## config.mk

```make
export PLATFORM = sky130hd
export DESIGN_NAME = ws2812_frame_controller_flat
export DESIGN_NICKNAME = d
export VERILOG_FILES = /design/src/rtl/ws2812_frame_controller_pkg.sv /design/src/rtl/ws2812_frame_controller_if.sv /design/src/rtl/ws2812_bit_classifier.sv /design/src/rtl/ws2812_frame_controller.sv /design/src/flat_wrapper.sv
export SDC_FILE = /design/constraint.sdc
export NUM_CORES = 1
export LEC_CHECK = 0
export BUFFER_PORTS_ARGS = -buffer_cell sky130_fd_sc_hd__buf_2
export CORE_MARGIN = 3
export CORE_UTILIZATION = 56
export CTS_BUF_LIST = sky130_fd_sc_hd__clkbuf_16
export DETAILED_ROUTE_END_ITERATION = 10
export GPL_ROUTABILITY_DRIVEN = 1
export PLACE_DENSITY = 0.79
export SLEW_MARGIN = 15
export SYNTH_ARGS = -nofsm -noshare
export SYNTH_HDL_FRONTEND = slang
export SYNTH_SLANG_ARGS = --single-unit
```

## constraint.sdc

```tcl
create_clock -name i_clk -period 2.8 [get_ports i_clk]
set_clock_uncertainty 0.1 [all_clocks]
set_input_delay 0 -clock i_clk [delete_from_list [all_inputs] [get_ports i_clk]]
set_output_delay 0 -clock i_clk [all_outputs]
set_load 0.01 [all_outputs]
```

## src/rtl/ws2812_frame_controller_pkg.sv

```systemverilog
// Shared types and default timing for the WS2812 receive pipeline.
package ws2812_frame_controller_pkg;
    localparam int COUNT_WIDTH    = 10;   // counter MSB is the saturation flag
    localparam int PIXEL_BITS     = 24;
    localparam int BIT1_MIN_TICKS = 6;
    localparam int HIGH_MAX_TICKS = 12;
    localparam int RESET_TICKS    = 500;

    typedef struct packed {
        logic rising;
        logic falling;
    } control_path_t;

    typedef struct packed {
        logic [COUNT_WIDTH-1:0] counter;
    } decoder_input_t;

    typedef enum logic [1:0] {S_SYNC, S_IDLE, S_CAPTURE, S_FORWARD} frame_state_e;

    typedef struct packed {
        logic [7:0] g;
        logic [7:0] r;
        logic [7:0] b;
    } pixel_t;

    typedef struct packed {
        logic pixel_valid;
        logic forward_en;
        logic frame_done;
        logic bit_error;
    } frame_status_t;
endpackage

```

## src/rtl/ws2812_frame_controller_if.sv

```systemverilog
// Line-side inputs and pixel/status outputs of the frame controller.
interface ws2812_frame_controller_if;
    import ws2812_frame_controller_pkg::*;

    control_path_t  i_control;
    decoder_input_t i_decoder_input;
    logic           i_din;
    pixel_t         o_pixel;
    logic           o_pixel_valid;
    logic           o_forward_en;
    logic           o_frame_done;
    logic           o_bit_error;

    modport master (
        output i_control, i_decoder_input, i_din,
        input  o_pixel, o_pixel_valid, o_forward_en, o_frame_done, o_bit_error
    );

    modport slave (
        input  i_control, i_decoder_input, i_din,
        output o_pixel, o_pixel_valid, o_forward_en, o_frame_done, o_bit_error
    );
endinterface

```

## src/rtl/ws2812_bit_classifier.sv

```systemverilog
// Compares a sampled high time against the 0/1 and malformed thresholds.
module ws2812_bit_classifier
    import ws2812_frame_controller_pkg::*;
#(
    parameter int BIT1_MIN_TICKS = ws2812_frame_controller_pkg::BIT1_MIN_TICKS,
    parameter int HIGH_MAX_TICKS = ws2812_frame_controller_pkg::HIGH_MAX_TICKS
) (
    input  logic [COUNT_WIDTH-1:0] high_ticks,
    output logic                   bit_o,
    output logic                   err_o
);
    localparam logic [COUNT_WIDTH-1:0] BIT1_TH = COUNT_WIDTH'(BIT1_MIN_TICKS);
    localparam logic [COUNT_WIDTH-1:0] ERR_TH  = COUNT_WIDTH'(HIGH_MAX_TICKS);

    // Left unregistered so the last bit lands in o_pixel on the very next edge;
    // the top registers the result together with the shift register.
    assign bit_o = (high_ticks >= BIT1_TH);
    assign err_o = (high_ticks >= ERR_TH);
endmodule

```

## src/rtl/ws2812_frame_controller.sv

```systemverilog
// WS2812 frame sequencer: gap detection, 24-bit pixel capture, pass-through control.
module ws2812_frame_controller
    import ws2812_frame_controller_pkg::*;
#(
    parameter int BIT1_MIN_TICKS = ws2812_frame_controller_pkg::BIT1_MIN_TICKS,
    parameter int HIGH_MAX_TICKS = ws2812_frame_controller_pkg::HIGH_MAX_TICKS,
    parameter int RESET_TICKS    = ws2812_frame_controller_pkg::RESET_TICKS
) (
    input  logic                       i_clk,
    input  logic                       i_reset_n,
    ws2812_frame_controller_if.slave   bus
);
    localparam int                     IDX_W    = $clog2(PIXEL_BITS + 1);
    localparam logic [IDX_W-1:0]       LAST_IDX = IDX_W'(PIXEL_BITS - 1);
    localparam logic [COUNT_WIDTH-1:0] RESET_TH = COUNT_WIDTH'(RESET_TICKS);

    frame_state_e            state_q, state_n;
    logic [PIXEL_BITS-1:0]   shift_q, shift_n;
    logic [IDX_W-1:0]        idx_q, idx_n;
    pixel_t                  pixel_q, pixel_n;
    frame_status_t           stat_q, stat_n;
    logic                    fall, gap, cls_bit, cls_err;

    assign fall = bus.i_control.falling;
    assign gap  = !bus.i_din && !bus.i_control.rising && !bus.i_control.falling &&
                  (bus.i_decoder_input.counter >= RESET_TH);

    ws2812_bit_classifier #(
        .BIT1_MIN_TICKS (BIT1_MIN_TICKS),
        .HIGH_MAX_TICKS (HIGH_MAX_TICKS)
    ) u_cls (
        .high_ticks (bus.i_decoder_input.counter),
        .bit_o      (cls_bit),
        .err_o      (cls_err)
    );

    always_comb begin
        state_n           = state_q;
        shift_n           = shift_q;
        idx_n             = idx_q;
        pixel_n           = pixel_q;
        stat_n            = '0;
        stat_n.forward_en = stat_q.forward_en;
        // A malformed pulse outside S_SYNC aborts whatever frame is in flight.
        if (state_q != S_SYNC && fall && cls_err) begin
            stat_n.bit_error  = 1'b1;
            stat_n.forward_en = 1'b0;
            shift_n           = '0;
            idx_n             = '0;
            state_n           = S_SYNC;
        end else begin
            case (state_q)
                S_SYNC: if (gap) state_n = S_IDLE;
                S_IDLE: if (fall) begin
                    shift_n = {{(PIXEL_BITS-1){1'b0}}, cls_bit};
                    idx_n   = IDX_W'(1);
                    state_n = S_CAPTURE;
                end
                S_CAPTURE: if (fall) begin
                    shift_n = {shift_q[PIXEL_BITS-2:0], cls_bit};
                    idx_n   = idx_q + 1'b1;
                    if (idx_q == LAST_IDX) begin
                        pixel_n            = {shift_q[PIXEL_BITS-2:0], cls_bit};
                        stat_n.pixel_valid = 1'b1;
                        stat_n.forward_en  = 1'b1;
                        shift_n            = '0;
                        idx_n              = '0;
                        state_n            = S_FORWARD;
                    end
                end else if (gap) begin
                    shift_n           = '0;
                    idx_n             = '0;
                    stat_n.frame_done = 1'b1;
                    state_n           = S_IDLE;
                end
                S_FORWARD: if (gap) begin
                    stat_n.forward_en = 1'b0;
                    stat_n.frame_done = 1'b1;
                    state_n           = S_IDLE;
                end
                default: state_n = S_SYNC;
            endcase
        end
    end

    always_ff @(posedge i_clk or negedge i_reset_n) begin
        if (!i_reset_n) begin
            state_q <= S_SYNC;
            shift_q <= '0;
            idx_q   <= '0;
            pixel_q <= '0;
            stat_q  <= '0;
        end else begin
            state_q <= state_n;
            shift_q <= shift_n;
            idx_q   <= idx_n;
            pixel_q <= pixel_n;
            stat_q  <= stat_n;
        end
    end

    assign bus.o_pixel       = pixel_q;
    assign bus.o_pixel_valid = stat_q.pixel_valid;
    assign bus.o_forward_en  = stat_q.forward_en;
    assign bus.o_frame_done  = stat_q.frame_done;
    assign bus.o_bit_error   = stat_q.bit_error;
endmodule

```

## src/flat_wrapper.sv

```systemverilog
// flat-port wrapper written by rule: the top's interface ports become plain ports
module ws2812_frame_controller_flat import ws2812_frame_controller_pkg::*;
#(
    parameter int BIT1_MIN_TICKS = ws2812_frame_controller_pkg::BIT1_MIN_TICKS,
    parameter int HIGH_MAX_TICKS = ws2812_frame_controller_pkg::HIGH_MAX_TICKS,
    parameter int RESET_TICKS    = ws2812_frame_controller_pkg::RESET_TICKS
)
  (i_clk, i_reset_n, bus_i_control, bus_i_decoder_input, bus_i_din, bus_o_pixel, bus_o_pixel_valid, bus_o_forward_en, bus_o_frame_done, bus_o_bit_error);
  ws2812_frame_controller_if bus_i ();
  input  logic i_clk;
  input  logic i_reset_n;
  input wire logic [$bits(bus_i.i_control)-1:0] bus_i_control;
  input wire logic [$bits(bus_i.i_decoder_input)-1:0] bus_i_decoder_input;
  input wire logic [$bits(bus_i.i_din)-1:0] bus_i_din;
  output wire logic [$bits(bus_i.o_pixel)-1:0] bus_o_pixel;
  output wire logic [$bits(bus_i.o_pixel_valid)-1:0] bus_o_pixel_valid;
  output wire logic [$bits(bus_i.o_forward_en)-1:0] bus_o_forward_en;
  output wire logic [$bits(bus_i.o_frame_done)-1:0] bus_o_frame_done;
  output wire logic [$bits(bus_i.o_bit_error)-1:0] bus_o_bit_error;
  assign bus_i.i_control = bus_i_control;
  assign bus_i.i_decoder_input = bus_i_decoder_input;
  assign bus_i.i_din = bus_i_din;
  assign bus_o_pixel = bus_i.o_pixel;
  assign bus_o_pixel_valid = bus_i.o_pixel_valid;
  assign bus_o_forward_en = bus_i.o_forward_en;
  assign bus_o_frame_done = bus_i.o_frame_done;
  assign bus_o_bit_error = bus_i.o_bit_error;
  ws2812_frame_controller #(.BIT1_MIN_TICKS(BIT1_MIN_TICKS), .HIGH_MAX_TICKS(HIGH_MAX_TICKS), .RESET_TICKS(RESET_TICKS)) u_core (.i_clk(i_clk), .i_reset_n(i_reset_n), .bus(bus_i));
endmodule
```

Word-level counts from Yosys, hierarchy flattened
Index checks and enable logic that the tools add are counted.

Multiplexer cells: 29. Eq/ne operators: 10. Bitwise logic cells: 1. Add/sub/neg operators: 1. $lt $le $gt $ge: 3. Reductions and logical operators: 17.

Operators by type and width (count): two-way mux 23 bit (5); case mux 23 bit (2 select lines) (1); two-way mux 5 bit (5); two-way mux 2 bit (8); greater-or-equal comparator 10 x 3 -> 1 bit, second input constant (1); greater-or-equal comparator 10 x 4 -> 1 bit, second input constant (1); greater-or-equal comparator 10 x 9 -> 1 bit, second input constant (1); case mux 5 bit (2 select lines) (1); != test 4 x 2 -> 1 bit, second input constant (2); AND reduction 4 bit (2); two-way mux 1 bit (7); != test 3 x 1 -> 1 bit, second input constant (2); != test 3 x 2 -> 1 bit, second input constant (2); case mux 2 bit (3 select lines) (1); nonzero test 3 bit (2); adder 5 x 1 -> 5 bit, second input constant (1); == test 5 bit, second input constant (1); logical AND 1 bit (5); == test 2 bit, second input constant (2); case mux 2 bit (2 select lines) (1); zero test 1 bit (3); AND reduction 3 bit (1); == test 2 x 1 -> 1 bit, second input constant (1); zero test 2 bit (1); 4 further kinds (4).

Register bits: 58. Output and inout port bits: 28.

Logic depth before layout (Yosys ltp)
Gate-level depths: netlist (run 1).

Depth after elaboration: 8. Depth in mapped cells: 8. Mapped depth without buffers: 7.

Hierarchy
A second synthesis (run 1) with hierarchy kept.

Cell total of the unflattened synthesis: 181. Area, all modules: 2508.7 µm².

By module, submodules not included: ws2812_frame_controller (area an instance 2473.6 µm², times used 1, cells an instance 175); ws2812_bit_classifier (area an instance 35.0 µm², times used 1, cells an instance 6).

Least setup slack after synthesis (run 1)
OpenSTA, ideal clock, no wires.

Path type: register to register. From: register u_core.state_q[0]. To: register u_core.shift_q[10]. Arrival: 1976 ps. Buffers on the path: 1. Clock period less this slack: 2200 ps. Data required time: 2575 ps. Cell stages (with the launch flop): 8. Path slack: 600 ps. Cells stage by stage: dfrtp_1 > inv_1 > ha_1 > nor3b_1 > o21a_1 > a211oi_2 > buf_4 > mux2_2.

Cells in the longest elaborated chain, start to end: 5. Elaborated cells between the ends (all ways): 11. Classes of those cells: eq/ne (4); mux (2); reduce/logical (5).

RTL lines: from (decl) (RTL line ws2812_frame_controller.sv:17) `frame_state_e state_q, state_n;`; from (signal assigned) (RTL line ws2812_frame_controller.sv:94) `state_q <= state_n;`; nonzero test 2 bit (RTL line ws2812_frame_controller.sv:45) `if (state_q != S_SYNC && fall && cls_err) begin`; logical AND 1 bit (2 in series) (RTL line ws2812_frame_controller.sv:45); != test 4 x 2 -> 1 bit (no line) (tied with other cells); AND reduction 3 bit (no line); to (signal assigned) (RTL line ws2812_frame_controller.sv:95) `shift_q <= shift_n;`; to (decl) (RTL line ws2812_frame_controller.sv:18) `logic [PIXEL_BITS-1:0] shift_q, shift_n;`.

Several ways; a longest one is shown, not always the timed one. A chain may end at the register's enable or synchronous reset.

Final worst setup path (run 1)
From: register u_core.state_q[0]. To: register u_core.idx_q[1].

Cells in the longest elaborated chain, start to end: 5. Elaborated cells between the ends (all ways): 11. Classes of those cells: eq/ne (4); mux (2); reduce/logical (5).

RTL lines: nonzero test 2 bit (RTL line ws2812_frame_controller.sv:45); logical AND 1 bit (2 in series) (RTL line ws2812_frame_controller.sv:45); != test 4 x 2 -> 1 bit (no line) (tied with other cells); AND reduction 3 bit (no line); to (signal assigned) (RTL line ws2812_frame_controller.sv:96) `idx_q <= idx_n;`; to (decl) (RTL line ws2812_frame_controller.sv:19) `logic [IDX_W-1:0] idx_q, idx_n;`.

Several ways; a longest one is shown, not always the timed one.

==> results of run 1 <==
report_power, final:
| part | internal (mW) | switching (mW) | total [mW] |
|---|---|---|---|
| combinational | 0.277 | 0.337 | 0.613 |
| clock | 0.767 | 0.359 | 1.13 |
| sequential | 0.883 | 0.0396 | 0.922 |
| total | 1.93 | 0.735 | 2.66 |
cell type report:
type | instances | area (um^2)
Sequential cell | 58 | 1450
Multi-Input combinational cell | 139 | 1190
Fill cell | 304 | 1180
Timing Repair Buffer | 51 | 300
Clock buffer | 9 | 225
Clock inverter | 7 | 85.1
Tap cell | 65 | 81.3
Inverter | 7 | 26.3
sequential cells by signal, summed over array words and instances (netlist names):
signal                    cells
u_core.state_q                2
u_core.shift_q               23
u_core.bus.o_frame_done       1
u_core.bus.o_bit_error        1
u_core.bus.o_pixel_valid      1
u_core.bus.o_pixel           24
u_core.bus.o_forward_en       1
u_core.idx_q                  5
worst max-delay path by stage:
stage | to | cells after the start | slack [ns] | from
after global routing | u_core.shift_q[12] | 7 | 0.38 | u_core.state_q[0]
after CTS | u_core.idx_q[1] | 7 | 0.48 | u_core.state_q[0]
final | u_core.idx_q[1] | 7 | 0.46 | u_core.state_q[0]
after global placement | u_core.bus.o_pixel[3] | 6 | 0.43 | bus_i_decoder_input[6]
after detailed placement | u_core.bus.o_pixel[8] | 6 | 0.43 | bus_i_decoder_input[6]
after floorplan | u_core.shift_q[10] | 7 | 0.60 | u_core.state_q[0]
through the flow:
| stage | instances | setup WS, ns | instance area, um^2 | power, mW |
|---|---|---|---|---|
| floorplan | 216 | 0.600 | 2730 | 1.36 |
| global placement | 317 | 0.433 | 3020 | 1.52 |
| detailed placement | 317 | 0.433 | 3020 | 1.54 |
| CTS | 336 | 0.482 | 3360 | 2.68 |
| global route | 336 | 0.379 | 3360 | 2.77 |
| finish | 336 | 0.465 | 3360 | 2.66 |
layer usage:
| layer | share of wire [%] | wire (um) | up-vias | GRT usage (%) |
|---|---|---|---|---|
| li1 | - | - | 892 | - |
| met1 | 45 | 2340 | 909 | 26.1 |
| met2 | 49 | 2540 | 56 | 31.5 |
| met3 | 4.5 | 234 | 10 | 5.67 |
| met4 | 2.0 | 102 | 0 | 13.2 |
| met5 | 0 | 0 | - | 0 |
layout by cell type (no fill, tap or decap), types with 2 or more instances in the layout:
master                          count
sky130_fd_sc_hd__a211o_1            2
sky130_fd_sc_hd__nor2b_1            3
sky130_fd_sc_hd__clkinv_1           2
sky130_fd_sc_hd__clkbuf_16          9
sky130_fd_sc_hd__and3_1            26
sky130_fd_sc_hd__and2_1             2
sky130_fd_sc_hd__o211ai_1           4
sky130_fd_sc_hd__o21a_1             2
sky130_fd_sc_hd__o21ai_0            7
sky130_fd_sc_hd__ha_1               6
sky130_fd_sc_hd__nor3_1             4
sky130_fd_sc_hd__buf_2             41
sky130_fd_sc_hd__mux2_2            48
sky130_fd_sc_hd__a31oi_1            2
sky130_fd_sc_hd__bufinv_16          2
sky130_fd_sc_hd__dfrtp_1           58
sky130_fd_sc_hd__dlygate4sd3_1      3
sky130_fd_sc_hd__buf_4              6
sky130_fd_sc_hd__mux2i_1            2
sky130_fd_sc_hd__nand2_1            4
sky130_fd_sc_hd__a21oi_1            3
sky130_fd_sc_hd__inv_1              7
sky130_fd_sc_hd__nor2_1             5
critical path, delay by kind of cell (launching register included):
family	cells	cell delay, ns
AO/OA/AOI/OAI	2	0.56
adder cells (fa/ha/maj)	1	0.21
buffers and inverters	2	0.33
flip-flops	1	0.42
multiplexers	1	0.36
AND/OR/NAND/NOR	1	0.21
cells by family after synthesis:
logic type      Yosys count  share of synthesized area [%]
flops                    58                           53.1
simple gates             52                           11.4
mux                      51                           20.9
compound gates           30                           8.10
buf+inv                  19                           3.71
fa+ha+maj                 6                           2.75
==> results.json, run 1 <==
{
  "run_status": "complete, no violations",
  "post_drt_via_cell_ratio": 5.56,
  "synthDistinctLibCells": 42,
  "layout_min_cycle_time_ns": 2.34,
  "pin_count": 43,
  "synth.area.top_cells": "sky130_fd_sc_hd__dfrtp_1 53%, sky130_fd_sc_hd__mux2_2 20%, sky130_fd_sc_hd__and3_1 5.9%",
  "grt_util_all_layers_pct": 20.7,
  "antenna_violations_before_repair": 0,
  "wirelength_um": 5220,
  "ctsHtreeMaxLevel": 3,
  "cts-resized-gates": 0,
  "worst_skew_pair.late_latency_ns": 0.32,
  "cts.sinks": 58,
  "synth_common_cells": "58 x sky130_fd_sc_hd__dfrtp_1, 48 x sky130_fd_sc_hd__mux2_2, 26 x sky130_fd_sc_hd__and3_1",
  "power-per-cell-area_nw_per_um2": 793,
  "crit_path_cell_trace": "inv_1 > ha_1 > nor2b_1 > o21ai_4 > a211oi_4 > buf_12 > mux2_2",
  "worstHoldEndpoint": "u_core.bus.o_forward_en",
  "setup.reg_to_reg.worst_slack_ns": 0.46,
  "most_numerous_cell_in_the_yosys_netlist": "sky130_fd_sc_hd__dfrtp_1",
  "die-area_um2": 5760,
  "core-area_um2": 4530,
  "critical_path.reg2reg.endpoint": "u_core.idx_q[1]",
  "number_of_port_buffers": 41,
  "regToRegStartpoint": "u_core.state_q[0]",
  "avgSynthCellArea_um2": 12.7,
  "chipWidth_um": 75.9,
  "clock-root-buffer": "sky130_fd_sc_hd__clkbuf_16",
  "yosys.area.top_type": "sky130_fd_sc_hd__dfrtp_1",
  "final_util_pct": 74.1,
  "timing.hold.worst.class": "primary input to register",
  "finalNetCount": 287,
  "cells_on_worst_reg2reg_path": 7,
  "ant_nets": 0,
  "yosysWarnings": 0,
  "cpPeakStageDelay_ns": 0.42,
  "post-route-drc-count": 0,
  "number_of_setup_violations_in_the_final_report": 0,
  "critical_path.max_fanout": 32,
  "dp_hpwl_um": 3350,
  "timing.setup.tns_ns": 0,
  "ffs_w_async_s_r_synth_pct": 100,
  "critical_path.slowest_cell": "sky130_fd_sc_hd__dfrtp_1",
  "grt_pass1_vias": 1851,
  "synth_top_area_share_pct": 53.1,
  "detailedRoute.firstIterationViolations": 136,
  "global_route_wire_length_before_repair_um": 8760,
  "initial_core_util_pct": 60.3,
  "arrival_ns": 2.43,
  "cts_setup_buffers": 0,
  "timing.fmax_ghz": 0.428,
  "share_of_final_layout_standard_cells_stronger_than_drive_strength_1_pct": 41.7,
  "rows": 24,
  "cts_tree": "done",
  "routed_wire_length_per_instance_um": 15.5,
  "cts.hold.buffers_added": 3,
  "synth_sequential_area_ratio_pct": 53.1,
  "critPathRequiredTime_ns": 2.90,
  "clk_pin_slew_worst_paths_ns": 0.05,
  "synth.net_count": 237,
  "fin_hold_ws_ns": 0.0269,
  "via_count": 1867,
  "worst_hold_path_cells": 3,
  "clk_path_buf_depth": 2,
  "post_synth_design_cell_area_um2": 2730,
  "hold_violations": 0,
  "syn_inst": 216,
  "synth_edf_count": 0,
  "antenna_diode_count": 0,
  "critPathKind": "register to register",
  "die-height_um": 75.9,
  "synth.ff_latch_count": 58,
  "peakVddDrop_mv": 0.455,
  "drt_pass1_iterations": 4,
  "gp_routability_congestion": 0.746,
  "tightest_slew_ns": 1.04,
  "maxSlewViolCount": 0,
  "hold_start": "bus_i_decoder_input[9]",
  "worst_setup_path_start_kind": "register",
  "max_cap_violation_count": 0,
  "maxSlewHeadroom_pct": 30.8,
  "cp-end-kind": "register",
  "layout-area-overhead-vs-synth_pct": 22.8,
  "grt_start_max_net_pins": 50,
  "total_clock_buffers_created_by_cts": 9,
  "synth-main-ff-cell": "sky130_fd_sc_hd__dfrtp_1",
  "p_leak_nw": 1.80,
  "timing.final.crit_share_pct": 83.4,
  "globalRouteOverflowTotal": 0,
  "rsz0062_at_grt": "false"
}
No activity file was read; power rests on OpenSTA's default activity.
==> run 2, diff against run 1 <==
--- a/config.mk
+++ b/config.mk
@@ -7,11 +7,11 @@
 export LEC_CHECK = 0
 export BUFFER_PORTS_ARGS = -buffer_cell sky130_fd_sc_hd__buf_2
 export CORE_MARGIN = 3
-export CORE_UTILIZATION = 56
+export CORE_UTILIZATION = 51
 export CTS_BUF_LIST = sky130_fd_sc_hd__clkbuf_16
 export DETAILED_ROUTE_END_ITERATION = 10
 export GPL_ROUTABILITY_DRIVEN = 1
-export PLACE_DENSITY = 0.79
+export PLACE_DENSITY = 0.76
 export SLEW_MARGIN = 15
 export SYNTH_ARGS = -nofsm -noshare
 export SYNTH_HDL_FRONTEND = slang
==> constraint.sdc (replaced) <==
create_clock -name i_clk -period 1.92 [get_ports i_clk]
set_clock_uncertainty 0.1 [all_clocks]
set_input_delay 0 -clock i_clk [delete_from_list [all_inputs] [get_ports i_clk]]
set_output_delay 0 -clock i_clk [all_outputs]
set_load 0.01 [all_outputs]
==> results.json, run 2 (synthesis gave the netlist of run 1 again) <==
{
  "total_clock_buffers_created_by_cts": 9,
  "max_cap_violation_count": 0,
  "worst_setup_path_start_kind": "register",
  "critPathRequiredTime_ns": 2.03,
  "drt_pass1_iterations": 5,
  "most-common-layout-cells": "57 x sky130_fd_sc_hd__dfrtp_1, 43 x sky130_fd_sc_hd__mux2_4, 41 x sky130_fd_sc_hd__buf_2",
  "tightest_slew_ns": 0.702,
  "antenna_violations_before_repair": 0,
  "p_leak_nw": 2.04,
  "post-route-drc-count": 0,
  "routed_wire_length_per_instance_um": 18.4,
  "final_std_cell_area_no_fill_um2": 3920,
  "ctsHtreeMaxLevel": 3,
  "maxSlewViolCount": 0,
  "hold_start": "bus_i_decoder_input[4]",
  "worst_hold_path_cells": 3,
  "arrival_ns": 2.08,
  "layout_min_cycle_time_ns": 1.97,
  "initial_core_util_pct": 53.2,
  "critical_path.max_fanout": 6,
  "peakVddDrop_mv": 0.877,
  "ant_nets": 0,
  "clk_pin_slew_worst_paths_ns": 0.05,
  "cts.sinks": 58,
  "worstHoldEndpoint": "u_core.bus.o_pixel[0]",
  "setup.reg_to_reg.worst_slack_ns": -0.05,
  "globalRouteOverflowTotal": 0,
  "power.total_mw": 4.43,
  "critical_path.reg2reg.endpoint": "u_core.shift_q[12]",
  "grt_util_all_layers_pct": 21.2,
  "path_buf_inv": 2,
  "hold_violations": 0,
  "chipWidth_um": 79.2,
  "wirelength_um": 6790,
  "timing.setup.tns_ns": -0.660,
  "run_status": "complete, but fails checks",
  "gp_routability_congestion": 0.868,
  "power-per-cell-area_nw_per_um2": 1130,
  "share_of_final_layout_standard_cells_stronger_than_drive_strength_1_pct": 54.2,
  "layout.filler_cells": 326,
  "finalNetCount": 316,
  "critical_path.top_delay_family": "flip-flops",
  "cpPeakStageDelay_ns": 0.44,
  "antenna_diode_count": 0,
  "core-area_um2": 5140,
  "crit_path_cell_trace": "ha_4 > nor3b_4 > o21a_1 > a211oi_4 > buf_6 > clkbuf_16 > mux2_2",
  "grt_pass1_vias": 2025,
  "final.setup.worst_slack_ns": -0.0471,
  "number_of_setup_violations_in_the_final_report": 35,
  "maxSlewHeadroom_pct": 53.2,
  "regToRegStartpoint": "u_core.state_q[1]",
  "post_drt_via_cell_ratio": 5.53,
  "detailedRoute.firstIterationViolations": 109,
  "violated_checks": "setup timing",
  "via_count": 2041,
  "global_route_wire_length_before_repair_um": 10100,
  "worst_skew_pair.late_latency_ns": 0.33,
  "multi_input_area_um2": 1430,
  "number_of_port_buffers": 41,
  "cells_on_worst_reg2reg_path": 7,
  "final_common_cell": "sky130_fd_sc_hd__dfrtp_1",
  "final_util_pct": 76.2,
  "placed_cell_area_um2": 3220,
  "final-seq-area_um2": 1450,
  "clock-root-buffer": "sky130_fd_sc_hd__clkbuf_16",
  "pin_count": 43,
  "clk_path_buf_depth": 2,
  "die-area_um2": 6280,
  "critical_path.slowest_cell": "sky130_fd_sc_hd__dfrtp_2",
  "die-height_um": 79.2,
  "cts_tree": "done",
  "grt_start_max_net_pins": 59,
  "timing.final.crit_share_pct": 102,
  "rsz0062_at_grt": "true",
  "layout-area-overhead-vs-synth_pct": 43.3,
  "cp-end-kind": "register",
  "timing.hold.worst.class": "primary input to register",
  "number_of_flip_flops_in_the_largest_register": 24,
  "critPathKind": "register to register",
  "rows": 26,
  "timing.fmax_ghz": 0.508,
  "fin_hold_ws_ns": 0.0327,
  "dp_hpwl_um": 3530
}
run 2: layer usage:
| metal | global-route usage (%) | wire length (um) | up-vias |
|---|---|---|---|
| met3 | 6.58 | 263 | 13 |
| met4 | 8.93 | 160 | 0 |
| met5 | 0 | 0 | - |
| met1 | 28.1 | 2990 | 1029 |
| li1 | - | - | 948 |
| met2 | 32.2 | 3380 | 51 |
run 2: layout make-up:
| class | count | area share, % |
|---|---|---|
| Sequential cell | 58 | 37.1 |
| Multi-Input combinational cell | 139 | 36.4 |
| Timing Repair Buffer | 80 | 16.3 |
| Clock buffer | 9 | 5.75 |
| Tap cell | 70 | 2.23 |
| Clock inverter | 6 | 1.50 |
| Inverter | 7 | 0.734 |
run 2: through the flow:
stage	std cells	worst slack, ns
floorplan	216	-0.0718
global placement	338	-0.0268
detailed placement	338	-0.0704
CTS	364	-0.0538
global route	369	-0.0935
finish	369	-0.0471
run 2: report_power, final:
part	leakage (nW)	total [mW]	switching [mW]	internal, mW
clock	0.135	1.52	0.536	0.984
combinational	1.10	1.57	0.716	0.855
sequential	0.800	1.34	0.0512	1.29
run 2: worst max-delay path by stage:
stage                     cells past startpoint  slack [ns]                endpoint                    from
after global placement                        7       -0.03       u_core.shift_q[5]       u_core.state_q[1]
after detailed placement                      6       -0.07  u_core.bus.o_pixel[11]  bus_i_decoder_input[6]
after CTS                                     8       -0.05      u_core.shift_q[22]       u_core.state_q[1]
after floorplan                               7       -0.07      u_core.shift_q[10]       u_core.state_q[0]
final                                         7       -0.05      u_core.shift_q[12]       u_core.state_q[1]
after global routing                          7       -0.09       u_core.shift_q[9]       u_core.state_q[1]
run 2: worst min-delay path: stages:
cell and delay [ns]:
sky130_fd_sc_hd__buf_2 0.09, sky130_fd_sc_hd__or4b_1 0.17, sky130_fd_sc_hd__mux2_4 0.16
run 2: repair_timing:
item | CTS | global route
cloned | 2 | 3
endpoints found under the setup margin | 48 | 51
hold endpoints to repair | 58 | 0
hold buffers | 1 | 0
gates resized for setup | 17 | 41
pin swaps | 1 | 2
setup buffers | 8 | 2
